==> src/rtl/dbn_pkg.sv <==
// Shared definitions for the DBN hidden-unit sampler.
//   - Q-format widths for the Q4.12 pre-activation and the Q1.16 sigmoid output
//   - PLAN sigmoid breakpoints (Q4.12 magnitudes) and segment offsets (Q1.16)
//   - Sampler FSM state enum
//   - Galois LFSR tap mask (used only when DBN_STOCH_SAMPLE_EN is defined)
//   - Saturating helpers for the Q4.12 datapath
package dbn_pkg;

    localparam int unsigned QxW    = 16;  // Q4.12 signed
    localparam int unsigned QxFrac = 12;
    localparam int unsigned QyW    = 17;  // Q1.16 unsigned

    // Segment breakpoints on |x|, Q4.12.
    localparam logic [14:0] BrkSat = 15'd20480;  // 5.0
    localparam logic [14:0] BrkHi  = 15'd9728;   // 2.375
    localparam logic [14:0] BrkLo  = 15'd4096;   // 1.0

    // Segment offsets, Q1.16.
    localparam logic [QyW-1:0] YOne   = 17'h10000;  // 1.0
    localparam logic [QyW-1:0] OffHi  = 17'd55296;  // 0.84375
    localparam logic [QyW-1:0] OffMid = 17'd40960;  // 0.625
    localparam logic [QyW-1:0] OffLo  = 17'd32768;  // 0.5

    localparam logic [15:0] ProbHalf = 16'h8000;
    localparam logic [15:0] LfsrTaps = 16'hB400;

    typedef enum logic [1:0] {
        StIdle,
        StRun,
        StDrain,
        StDone
    } state_e;

    // Clamp a 32-bit signed value into the signed 16-bit Q4.12 range.
    function automatic logic [QxW-1:0] sat_to_q4_12(input logic signed [31:0] v);
        if (v > 32'sd32767) return 16'h7FFF;
        if (v < -32'sd32768) return 16'h8000;
        return v[15:0];
    endfunction

    // Signed 16-bit add, saturating to [0x8000, 0x7FFF].
    function automatic logic [QxW-1:0] sat_add_q4_12(input logic [QxW-1:0] a,
                                                     input logic [QxW-1:0] b);
        logic [QxW:0] s;
        s = {a[QxW-1], a} + {b[QxW-1], b};
        if (s[QxW] != s[QxW-1]) return s[QxW] ? 16'h8000 : 16'h7FFF;
        return s[QxW-1:0];
    endfunction

endpackage

==> src/rtl/dbn_sigmoid_plan.sv <==
// PLAN piecewise-linear sigmoid, purely combinational.
// Ports:
//   x_i    in  16  signed Q4.12 activation
//   prob_o out 16  unsigned Q0.16 sigmoid value, clamped to 0xFFFF
// The curve is built for |x| and mirrored (1 - y) for negative inputs.
module dbn_sigmoid_plan
    import dbn_pkg::*;
(
    input  logic [QxW-1:0] x_i,
    output logic [15:0]    prob_o
);

    logic [14:0]    mag;
    logic [QyW-1:0] y;
    logic [QyW-1:0] res;

    always_comb begin
        // |x|; the most negative code has no positive twin, so pin it to 0x7FFF.
        if (x_i == 16'h8000) begin
            mag = 15'h7FFF;
        end else if (x_i[15]) begin
            mag = ~x_i[14:0] + 15'd1;
        end else begin
            mag = x_i[14:0];
        end

        // Slopes 1/32, 1/8, 1/4 applied to a Q4.12 magnitude landing in Q1.16
        // become shifts by -1, +1, +2.
        if (mag >= BrkSat) begin
            y = YOne;
        end else if (mag >= BrkHi) begin
            y = OffHi + 17'(mag >> 1);
        end else if (mag >= BrkLo) begin
            y = OffMid + 17'({mag, 1'b0});
        end else begin
            y = OffLo + 17'({mag, 2'b00});
        end

        res    = x_i[15] ? (YOne - y) : y;
        prob_o = res[16] ? 16'hFFFF : res[15:0];
    end

endmodule

==> src/rtl/dbn_hidden_sampler.sv <==
// DBN hidden-layer sampler: bias add, PLAN sigmoid, binary hidden-state draw.
// Ports:
//   clk, rst                  clock; synchronous active-high reset
//   start                     begin a layer (IDLE only)
//   bias_we/bias_addr/data    bias RAM write, Q4.12 (IDLE only)
//   in_valid/in_ready/in_data Q8.24 pre-activation stream
//   out_valid/out_ready       result handshake
//   out_prob/out_bit/out_idx  Q0.16 probability, sampled state, unit index
//   layer_done                one-cycle pulse after the last unit's handshake
// Configuration macro: DBN_STOCH_SAMPLE_EN selects LFSR-based stochastic sampling;
// without it the hidden state is the deterministic threshold prob >= 0.5.
// Pipe: S1 bias add | S2 hold x | S3 sigmoid result | S4 bit + output regs.
module dbn_hidden_sampler
    import dbn_pkg::*;
#(
    parameter int unsigned NUM_HIDDEN = 64,
    parameter int unsigned IDX_W      = 6,
    parameter int unsigned FRAC_IN    = 24,
    parameter logic [15:0] SEED       = 16'hACE1
) (
    input  logic             clk,
    input  logic             rst,
    input  logic             start,
    input  logic             bias_we,
    input  logic [IDX_W-1:0] bias_addr,
    input  logic [15:0]      bias_data,
    input  logic             in_valid,
    output logic             in_ready,
    input  logic [31:0]      in_data,
    output logic             out_valid,
    input  logic             out_ready,
    output logic [15:0]      out_prob,
    output logic             out_bit,
    output logic [IDX_W-1:0] out_idx,
    output logic             layer_done
);

    localparam logic [IDX_W-1:0] LastIdx = IDX_W'(NUM_HIDDEN - 1);

    state_e           state_q, state_d;
    logic [IDX_W-1:0] in_idx_q, in_idx_d;
    logic [15:0]      bias_mem_q [NUM_HIDDEN];

    logic              adv;
    logic              accept;
    logic              out_hs;
    logic signed [31:0] in_shift;
    logic [QxW-1:0]    x_biased;
    logic [15:0]       sig_prob;
    logic              bit_calc;

    logic             s1_valid_q, s1_valid_d, s2_valid_q, s2_valid_d;
    logic             s3_valid_q, s3_valid_d, s4_valid_q, s4_valid_d;
    logic [QxW-1:0]   s1_x_q, s1_x_d, s2_x_q, s2_x_d;
    logic [15:0]      s3_prob_q, s3_prob_d, s4_prob_q, s4_prob_d;
    logic             s4_bit_q, s4_bit_d;
    logic [IDX_W-1:0] s1_idx_q, s1_idx_d, s2_idx_q, s2_idx_d;
    logic [IDX_W-1:0] s3_idx_q, s3_idx_d, s4_idx_q, s4_idx_d;

    // Whole pipe advances together; a stalled output freezes every stage.
    assign adv      = !s4_valid_q || out_ready;
    assign in_ready = (state_q == StRun) && adv;
    assign accept   = in_valid && in_ready;
    assign out_hs   = s4_valid_q && out_ready;

    // Q8.24 -> Q4.12, then bias add, both saturating.
    assign in_shift = $signed(in_data) >>> (FRAC_IN - QxFrac);
    assign x_biased = sat_add_q4_12(sat_to_q4_12(in_shift), bias_mem_q[in_idx_q]);

    dbn_sigmoid_plan u_sigmoid (
        .x_i    (s2_x_q),
        .prob_o (sig_prob)
    );

`ifdef DBN_STOCH_SAMPLE_EN
    logic [15:0] lfsr_q, lfsr_d;

    // One LFSR step per unit moving S3 -> S4, so each unit sees a fresh draw.
    always_comb begin
        lfsr_d = lfsr_q;
        if (adv && s3_valid_q) begin
            lfsr_d = {1'b0, lfsr_q[15:1]} ^ (lfsr_q[0] ? LfsrTaps : 16'h0000);
        end
    end

    always_ff @(posedge clk) begin
        if (rst) begin
            lfsr_q <= SEED;
        end else begin
            lfsr_q <= lfsr_d;
        end
    end

    assign bit_calc = s3_prob_q > lfsr_q;
`else
    assign bit_calc = s3_prob_q >= ProbHalf;

    // SEED only seeds the stochastic sampler; nothing to build here.
    if (SEED == 16'h0000) begin : g_seed_unused
    end
`endif

    always_comb begin
        state_d  = state_q;
        in_idx_d = in_idx_q;
        unique case (state_q)
            StIdle: begin
                if (start) begin
                    state_d  = StRun;
                    in_idx_d = '0;
                end
            end
            StRun: begin
                if (accept) begin
                    in_idx_d = in_idx_q + IDX_W'(1);
                    if (in_idx_q == LastIdx) state_d = StDrain;
                end
            end
            StDrain: begin
                if (out_hs && (s4_idx_q == LastIdx)) state_d = StDone;
            end
            StDone:  state_d = StIdle;
            default: state_d = StIdle;
        endcase
    end

    always_comb begin
        s1_valid_d = s1_valid_q;
        s1_x_d     = s1_x_q;
        s1_idx_d   = s1_idx_q;
        s2_valid_d = s2_valid_q;
        s2_x_d     = s2_x_q;
        s2_idx_d   = s2_idx_q;
        s3_valid_d = s3_valid_q;
        s3_prob_d  = s3_prob_q;
        s3_idx_d   = s3_idx_q;
        s4_valid_d = s4_valid_q;
        s4_prob_d  = s4_prob_q;
        s4_bit_d   = s4_bit_q;
        s4_idx_d   = s4_idx_q;
        if (adv) begin
            s1_valid_d = accept;
            s1_x_d     = x_biased;
            s1_idx_d   = in_idx_q;
            s2_valid_d = s1_valid_q;
            s2_x_d     = s1_x_q;
            s2_idx_d   = s1_idx_q;
            s3_valid_d = s2_valid_q;
            s3_prob_d  = sig_prob;
            s3_idx_d   = s2_idx_q;
            s4_valid_d = s3_valid_q;
            s4_prob_d  = s3_prob_q;
            s4_bit_d   = bit_calc;
            s4_idx_d   = s3_idx_q;
        end
    end

    always_ff @(posedge clk) begin
        if (rst) begin
            state_q    <= StIdle;
            in_idx_q   <= '0;
            s1_valid_q <= 1'b0;
            s1_x_q     <= '0;
            s1_idx_q   <= '0;
            s2_valid_q <= 1'b0;
            s2_x_q     <= '0;
            s2_idx_q   <= '0;
            s3_valid_q <= 1'b0;
            s3_prob_q  <= '0;
            s3_idx_q   <= '0;
            s4_valid_q <= 1'b0;
            s4_prob_q  <= '0;
            s4_bit_q   <= 1'b0;
            s4_idx_q   <= '0;
        end else begin
            state_q    <= state_d;
            in_idx_q   <= in_idx_d;
            s1_valid_q <= s1_valid_d;
            s1_x_q     <= s1_x_d;
            s1_idx_q   <= s1_idx_d;
            s2_valid_q <= s2_valid_d;
            s2_x_q     <= s2_x_d;
            s2_idx_q   <= s2_idx_d;
            s3_valid_q <= s3_valid_d;
            s3_prob_q  <= s3_prob_d;
            s3_idx_q   <= s3_idx_d;
            s4_valid_q <= s4_valid_d;
            s4_prob_q  <= s4_prob_d;
            s4_bit_q   <= s4_bit_d;
            s4_idx_q   <= s4_idx_d;
        end
    end

    // Bias RAM keeps its contents across reset.
    always_ff @(posedge clk) begin
        if (bias_we && (state_q == StIdle)) begin
            bias_mem_q[bias_addr] <= bias_data;
        end
    end

    assign out_valid  = s4_valid_q;
    assign out_prob   = s4_prob_q;
    assign out_bit    = s4_bit_q;
    assign out_idx    = s4_idx_q;
    assign layer_done = (state_q == StDone);

endmodule

==> config.mk <==
export PLATFORM = sky130hd
export DESIGN_NAME = dbn_hidden_sampler
export DESIGN_NICKNAME = d
export VERILOG_FILES = /design/src/rtl/dbn_pkg.sv /design/src/rtl/dbn_sigmoid_plan.sv /design/src/rtl/dbn_hidden_sampler.sv
export SDC_FILE = /design/constraint.sdc
export NUM_CORES = 1
export LEC_CHECK = 0
export ABC_CLOCK_PERIOD_IN_PS = 5870
export CAP_MARGIN = 20
export CORE_UTILIZATION = 56
export DETAILED_ROUTE_END_ITERATION = 8
export GPL_TIMING_DRIVEN = 0
export PLACE_DENSITY_LB_ADDON = 0.3
export SLEW_MARGIN = 20
export SYNTH_ARGS = -nofsm -noshare
export SYNTH_HDL_FRONTEND = slang
export SYNTH_HIERARCHICAL = 1
export SYNTH_SLANG_ARGS = --single-unit
==> constraint.sdc <==
create_clock -name clk -period 5.87 [get_ports clk]
set_input_delay 0.587 -clock clk [delete_from_list [all_inputs] [get_ports clk]]
set_output_delay 0.587 -clock clk [all_outputs]
set_load 0.05 [all_outputs]
---- Yosys cells after proc, flatten, opt, wreduce, memory -nomap -nowiden ----
Memories as Yosys holds them, arrays and structs flattened. A register that Yosys moved wholly into a read port is not among the register bits.
Cells that the tools add are included.
storage, ports and cells
  memory bits (writable) .................. 1024
  flip-flop bits (word level) ............. 101
  memories kept ........................... 1
  word-level logic and storage cells ...... 82
cells by class
  magnitude comparators ................... 6
  bitwise logic cells ..................... 1
  equal/unequal tests ..................... 11
  muxes and demuxes ....................... 30
  reduce and logical (&&, ||, !) cells .... 11
  add/subtract/negate cells ............... 7
memory list
  name        words  bits a word  read ports  clocked after Yosys merged registers in  write ports  line                      text
  bias_mem_q  64     16           1           1                                        1            dbn_hidden_sampler.sv:42  logic [15:0] bias_mem_q [NUM_HIDDEN];
operator list
  kind                                                          number
  two-way mux 16 bit                                            8
  two-way mux 17 bit                                            4
  two-way mux 15 bit                                            2
  two-way mux 6 bit                                             4
  > comparator 20 x 16 -> 1 bit, second input constant          1
  less-than comparator 20 x 16 -> 1 bit, second input constant  1
  adder 16 x 14 -> 17 bit, first input constant                 1
  adder 16 x 16 -> 17 bit                                       1
  adder 16 x 16 -> 17 bit, first input constant                 1
  adder 16 x 17 -> 17 bit, first input constant                 1
  subtractor 17 bit, first input constant                       1
  equality test 16 bit, second input constant                   1
  >= comparator 16 bit, second input constant                   1
  adder 15 x 1 -> 15 bit, second input constant                 1
  >= comparator 15 x 13 -> 1 bit, second input constant         1
  >= comparator 15 x 14 -> 1 bit, second input constant         1
  >= comparator 15 bit, second input constant                   1
  NOT 15 bit                                                    1
  equality test 6 bit, second input constant                    2
  case mux 6 bit (2 select lines)                               1
  two-way mux 2 bit                                             4
  case mux 2 bit (4 select lines)                               1
  adder 6 x 1 -> 6 bit, second input constant                   1
  two-way mux 1 bit                                             6
  other kinds (12)                                              19

---- Depth between registers and ports, before layout ----
  depth after elaboration ................. 11
  gate-level depth with buffers ........... 29

---- Modules after synthesis ----
Netlist, hierarchy kept.
modules (own cells, without submodules)
  module              times used  area each (um^2)  cells each
  dbn_hidden_sampler  1           43907.1           2115
  dbn_sigmoid_plan    1           2088.3            329

---- Worst setup path before layout ----
Ideal clock, no wire load.
  path kind ............................... reg-to-reg
  from .................................... reg s2_x_q[0]
  to ...................................... reg s3_prob_q[7]
  cell stages (with the launch flop) ...... 29
  data required time ...................... 5.800 ns
  clock period less this slack ............ 5.881 ns
  path slack .............................. -0.011 ns
  buffers on the path ..................... 3
  arrival ................................. 5.810 ns
  setup time .............................. 0.070 ns
  cell sequence ........................... dfxtp_1 -> inv_1 -> ha_1 -> or4b_2 -> nor3_1 -> and3_1 -> a211oi_1 -> a31oi_1 -> inv_1 -> ha_1 -> nor2b_1 -> and3b_1 -> o2111a_1 -> a21oi_1 -> buf_2 -> buf_1 -> nor3_1 -> o21ai_0 -> ha_1 -> inv_1 -> a41o_1 -> a41o_1 -> nor4_4 -> a41oi_1 -> a41o_2 -> buf_6 -> nand2_1 -> nand2_1 -> a21oi_1
between the ends
  word-level cells in the longest chain between the ends .. 11
  elaborated cells between the ends (all ways) .. 17
ends and longest elaborated chain
  item                                                   line                       text
  start: declaration                                     dbn_hidden_sampler.sv:54   logic [QxW-1:0] s1_x_q, s1_x_d, s2_x_q, s2_x_d;
  start signal: assignment                               dbn_hidden_sampler.sv:166  s2_x_q <= '0;
  start signal: assignment                               dbn_hidden_sampler.sv:182  s2_x_q <= s2_x_d;
  NOT 15 bit                                             dbn_sigmoid_plan.sv:22     mag = ~x_i[14:0] + 15'd1;
  adder 15 x 1 -> 15 bit                                 dbn_sigmoid_plan.sv:22
  two-way mux 15 bit                                     dbn_sigmoid_plan.sv:21     end else if (x_i[15]) begin
  two-way mux 15 bit (*)                                 dbn_sigmoid_plan.sv:19     if (x_i == 16'h8000) begin
  adder 16 x 17 -> 17 bit, or another cell as far along  dbn_sigmoid_plan.sv:36     y = OffLo + 17'({mag, 2'b00});
  two-way mux 17 bit                                     dbn_sigmoid_plan.sv:33     end else if (mag >= BrkLo) begin
  two-way mux 17 bit                                     dbn_sigmoid_plan.sv:31     end else if (mag >= BrkHi) begin
  two-way mux 17 bit (*)                                 dbn_sigmoid_plan.sv:29     if (mag >= BrkSat) begin
  subtractor 17 bit                                      dbn_sigmoid_plan.sv:39     res = x_i[15] ? (YOne - y) : y;
  two-way mux 17 bit (*)                                 dbn_sigmoid_plan.sv:39
  two-way mux 16 bit (*)                                 dbn_sigmoid_plan.sv:40     prob_o = res[16] ? 16'hFFFF : res[15:0];
  via sig_prob[7]                                        dbn_hidden_sampler.sv:49   logic [15:0] sig_prob;
  end signal: assignment                                 dbn_hidden_sampler.sv:185  s3_prob_q <= s3_prob_d;
  end: declaration                                       dbn_hidden_sampler.sv:55   logic [15:0] s3_prob_q, s3_prob_d, s4_prob_q, s4_prob_d;
Mark *: on every way through the listed nets, which the timed path passes. The rest lies on a longest branch.
A chain may end at the register's enable or synchronous reset.

==> key figures <==
Setup path
  • CP Launch Type: flop
  • CP max FO: 10
  • Arr. time, crit path: 6.21 ns
  • Delay of the slowest critical-path stage: ~0.63 ns
  • Worst Setup EP: s1_x_q[0]
  • CP max-delay cell: clkbuf_1
  • Reg2reg end: s1_x_q[0]
  • R2R depth: 15
  • CP Data Required Time: 6.43 ns
  • CP Capture Type: flop
  • R2R Setup Slk: ~0.22 ns
  • Crit Path Category: reg2reg
  • Most used cell along the critical path: mux4_2
  • Crit-path cells: clkbuf_2 -> clkbuf_1 -> mux4_2 -> mux4_2 -> mux4_2 -> ha_1 -> a21oi_1 -> nand2b_1 -> nand3b_1 -> a211oi_1 -> a221o_1 -> buf_2 -> buf_6 -> maj3_1 -> a211oi_1

Floorplanning
  • Die W: a little under 300 um
  • Initial core utilization: about 57%
  • # IOs: 86
  • Die area: about 0.083 mm^2
  • Die H: just under 300 um
  • Site Rows: 104
  • Core area: between 0.08 and 0.09 mm^2

Pwr
  • Lkg Pwr: around 17 nW
  • Tot Pwr: between 20 and 25 mW
  • VDD IR-drop max: between 0.0003 and 0.0004 V
  • Power per cell area: between 300 and 400 mW/mm^2

STA
  • Setup TNS: 0 ns
  • FMAX: ~180 MHz
  • Crit share post-route: between 90% and 100%
  • Min Clock Period, post-route: between 5 and 6 ns
  • Least-Margin Pin Slew: approximately 1.2 ns
  • Max Slew Vio Count: 0
  • WHS: 0.2604 ns
  • Fin. Hold Viols: 0
  • Final Skew: 0.05870 ns
  • Setup violators final: 0
  • Slew margin rel.: approximately a fifth
  • Unrepaired setup endpoints after global routing: false

Yosys
  • Area leader, netlist: edfxtp_1
  • Main flop type after synthesis: edfxtp_1
  • Top cell type's share of synthesized area: ~67%
  • Synthesized flop and latch total: 1131
  • Distinct cell type count after synthesis: 84
  • Post-synth EDFFs: 1024
  • Sequential-to-total area share from yosys stat: 71.51%
  • Synth top area cells: edfxtp_1 67%, mux4_2 16%, dfxtp_1 4.7%
  • Asr flop ratio synth: 0%
  • Syn Area/Cell: approximately 19 um^2
  • Syn_nets: 2536
  • YS warnings: 6
  • Post-synthesis cell count: ~2400
  • Post-Syn Area: 0.04600 mm^2

Clock network
  • CTS tree: yes
  • CTS Sinks: about 1100
  • Clock buffer depth: 3
  • Worst-Skew Late Latency: roughly 0.71 ns
  • Clk slew on worst S/H paths: 0.06 ns
  • Root buffer cell: clkbuf_16
  • CTS buffer count: 108
  • Htree depth: 3

Global routing
  • Vias in the first global route: approximately 25000
  • First-pass GRT wire length: 169.9 mm
  • Total congestion overflow: 0
  • Largest net degree at the start of global routing: 65
  • Global Route Usage Sum: roughly 29%
  • Initial antenna violation count: 8

Routing
  • # DRC: 0
  • Routed WL: about 120 mm
  • Post-Route M1 WL: about 42 mm
  • Max Used Layer: met5
  • Vias: about 25000
  • Post-route ant nets: 0
  • TritonRoute pass-1 iters: 6
  • Routed WL per cell: between 30 and 40 um
  • DR WL met2: a little under 60 mm
  • Initial DRC Count: between 3000 and 4000
  • Avg Vias per Cell: ~6.5
  • Met3 WL: between 10 and 15 mm

Placed design
  • Final GP Congestion: ~0.9
  • Dpl cells: 3647
  • DP Wirelength: about 77 mm
  • I/O Buffers: between 60 and 70

Job
  • Max-Cap Viols: 0

Layout
  • Layout Nets: between 2000 and 3000
  • Area delta synth->final: 14.87%
  • Share of post-route cells with drive strength above 1: between 20 and 30%
  • Commonest non-fill, non-tap cell in the layout: edfxtp_1
  • Most frequent cells in the layout: 1024 x edfxtp_1, 336 x mux4_2, 204 x nand2_1
  • Post-route insts no fill: around 3900

Outcome
  • Status: finished clean

Hold path
  • Hold crit path type: in2reg
==> kinds of logic (layout without fill, tap and decap cells) <==
logic type | Yosys count | count (layout) | synth area share, %
AND/OR/NAND/NOR | 457 | 457 | 4.508
multiplexers | 347 | 347 | 16.70
buffers and inverters | 166 | 518 | 1.583
AO/OA/AOI/OAI | 262 | 262 | 3.819
flip-flops | 1131 | 1131 | 71.51
XOR/XNOR | 35 | 35 | 0.6665
other | 0 | 2 | 0
adder cells (fa/ha/maj) | 46 | 46 | 1.216
==> how the worst min path moves through the flow <==
stage,start,endpoint,cells after the start
2_1_floorplan,s2_x_q[2],s2_x_q[2],2
3_3_place_gp,s3_idx_q[4],s3_idx_q[4],2
3_5_place_dp,s3_prob_q[15],s3_prob_q[15],2
4_1_cts,bias_data[1],bias_mem_q[55][1],1
5_1_grt,bias_data[1],bias_mem_q[54][1],1
6_report,bias_data[1],bias_mem_q[55][1],1
==> synth_stat cells, types with 9 or more instances <==
library cell,count
a211oi_1,18
a211oi_2,9
a21oi_1,108
a31oi_1,11
and3_1,11
buf_1,18
buf_2,28
clkbuf_1,85
dfxtp_1,107
edfxtp_1,1024
ha_1,31
inv_1,21
maj3_2,9
mux2i_1,9
mux4_2,336
nand2_1,204
nand3_1,28
nand4_1,11
nor2_1,124
nor3_1,16
o211ai_1,9
o21a_1,20
o21ai_0,30
xnor2_1,18
xor2_1,17
==> per-layer routing <==
metal	vias to the layer above	GRT usage (%)
li1	10472	-
met1	13037	37.00
met2	1451	47.90
met3	284	6.390
met4	12	10.62
met5	-	0
==> power breakdown <==
part	leakage (nW)	switching, mW	internal [mW]	total [mW]
registers	10.1	0.146	8.99	9.14
clock network	1.70	3.04	3.86	6.89
logic	4.80	2.90	2.08	4.99
==> registers in the layout, summed over array words and instances (netlist names), named ones only <==
name	cells
bias_mem_q	1024
out_prob	16
s1_x_q	16
s2_x_q	16
s3_prob_q	16
in_idx_q	6
out_idx	6
s1_idx_q	6
s2_idx_q	6
s3_idx_q	6
state_q	2
out_bit	1
out_valid	1
s1_valid_q	1
s2_valid_q	1
s3_valid_q	1
==> per-stage QoR <==
| stage | instance area (um^2) | setup WS [ns] | util (%) |
|---|---|---|---|
| 3_5_place_dp | 49130 | -1.345 | 60.71 |
| 5_1_grt | 52830 | 0.02427 | 65.27 |
| 6_report | 52830 | 0.2186 | 65.28 |
| 4_1_cts | 52700 | -0.005885 | 65.12 |
| 3_3_place_gp | 48010 | -1.263 | 59.32 |
| 2_1_floorplan | 46000 | 0.09263 | - |
==> worst max-delay path: cells and delay by family (launching register included) <==
kind | cells | cell delay, ns
flip-flops | 1 | 0.45
multiplexers | 3 | 1.57
AO/OA/AOI/OAI | 4 | 0.90
adder cells (fa/ha/maj) | 2 | 0.71
buffers and inverters | 4 | 1.51
AND/OR/NAND/NOR | 2 | 0.37
==> what timing repair did <==
action / 4_1_cts / 5_1_grt
hold buffers: 0 / 0
endpoints found under the setup margin: 32 / 32
resized for setup: 17 / 27
pin swaps: 3 / 6
setup buffers: 3 / 10
==> final cells by class <==
type	instances	area [um^2]
Antenna cell	2	5.005
Buffer	138	645.6
Clock buffer	144	2910
Clock inverter	56	591.8
Fill cell	5236	28100
Inverter	24	92.59
Multi-Input combinational cell	1147	12620
Sequential cell	1131	32890
Tap cell	1060	1326
Timing Repair Buffer	156	1748
(Power assumes the default switching activity.)
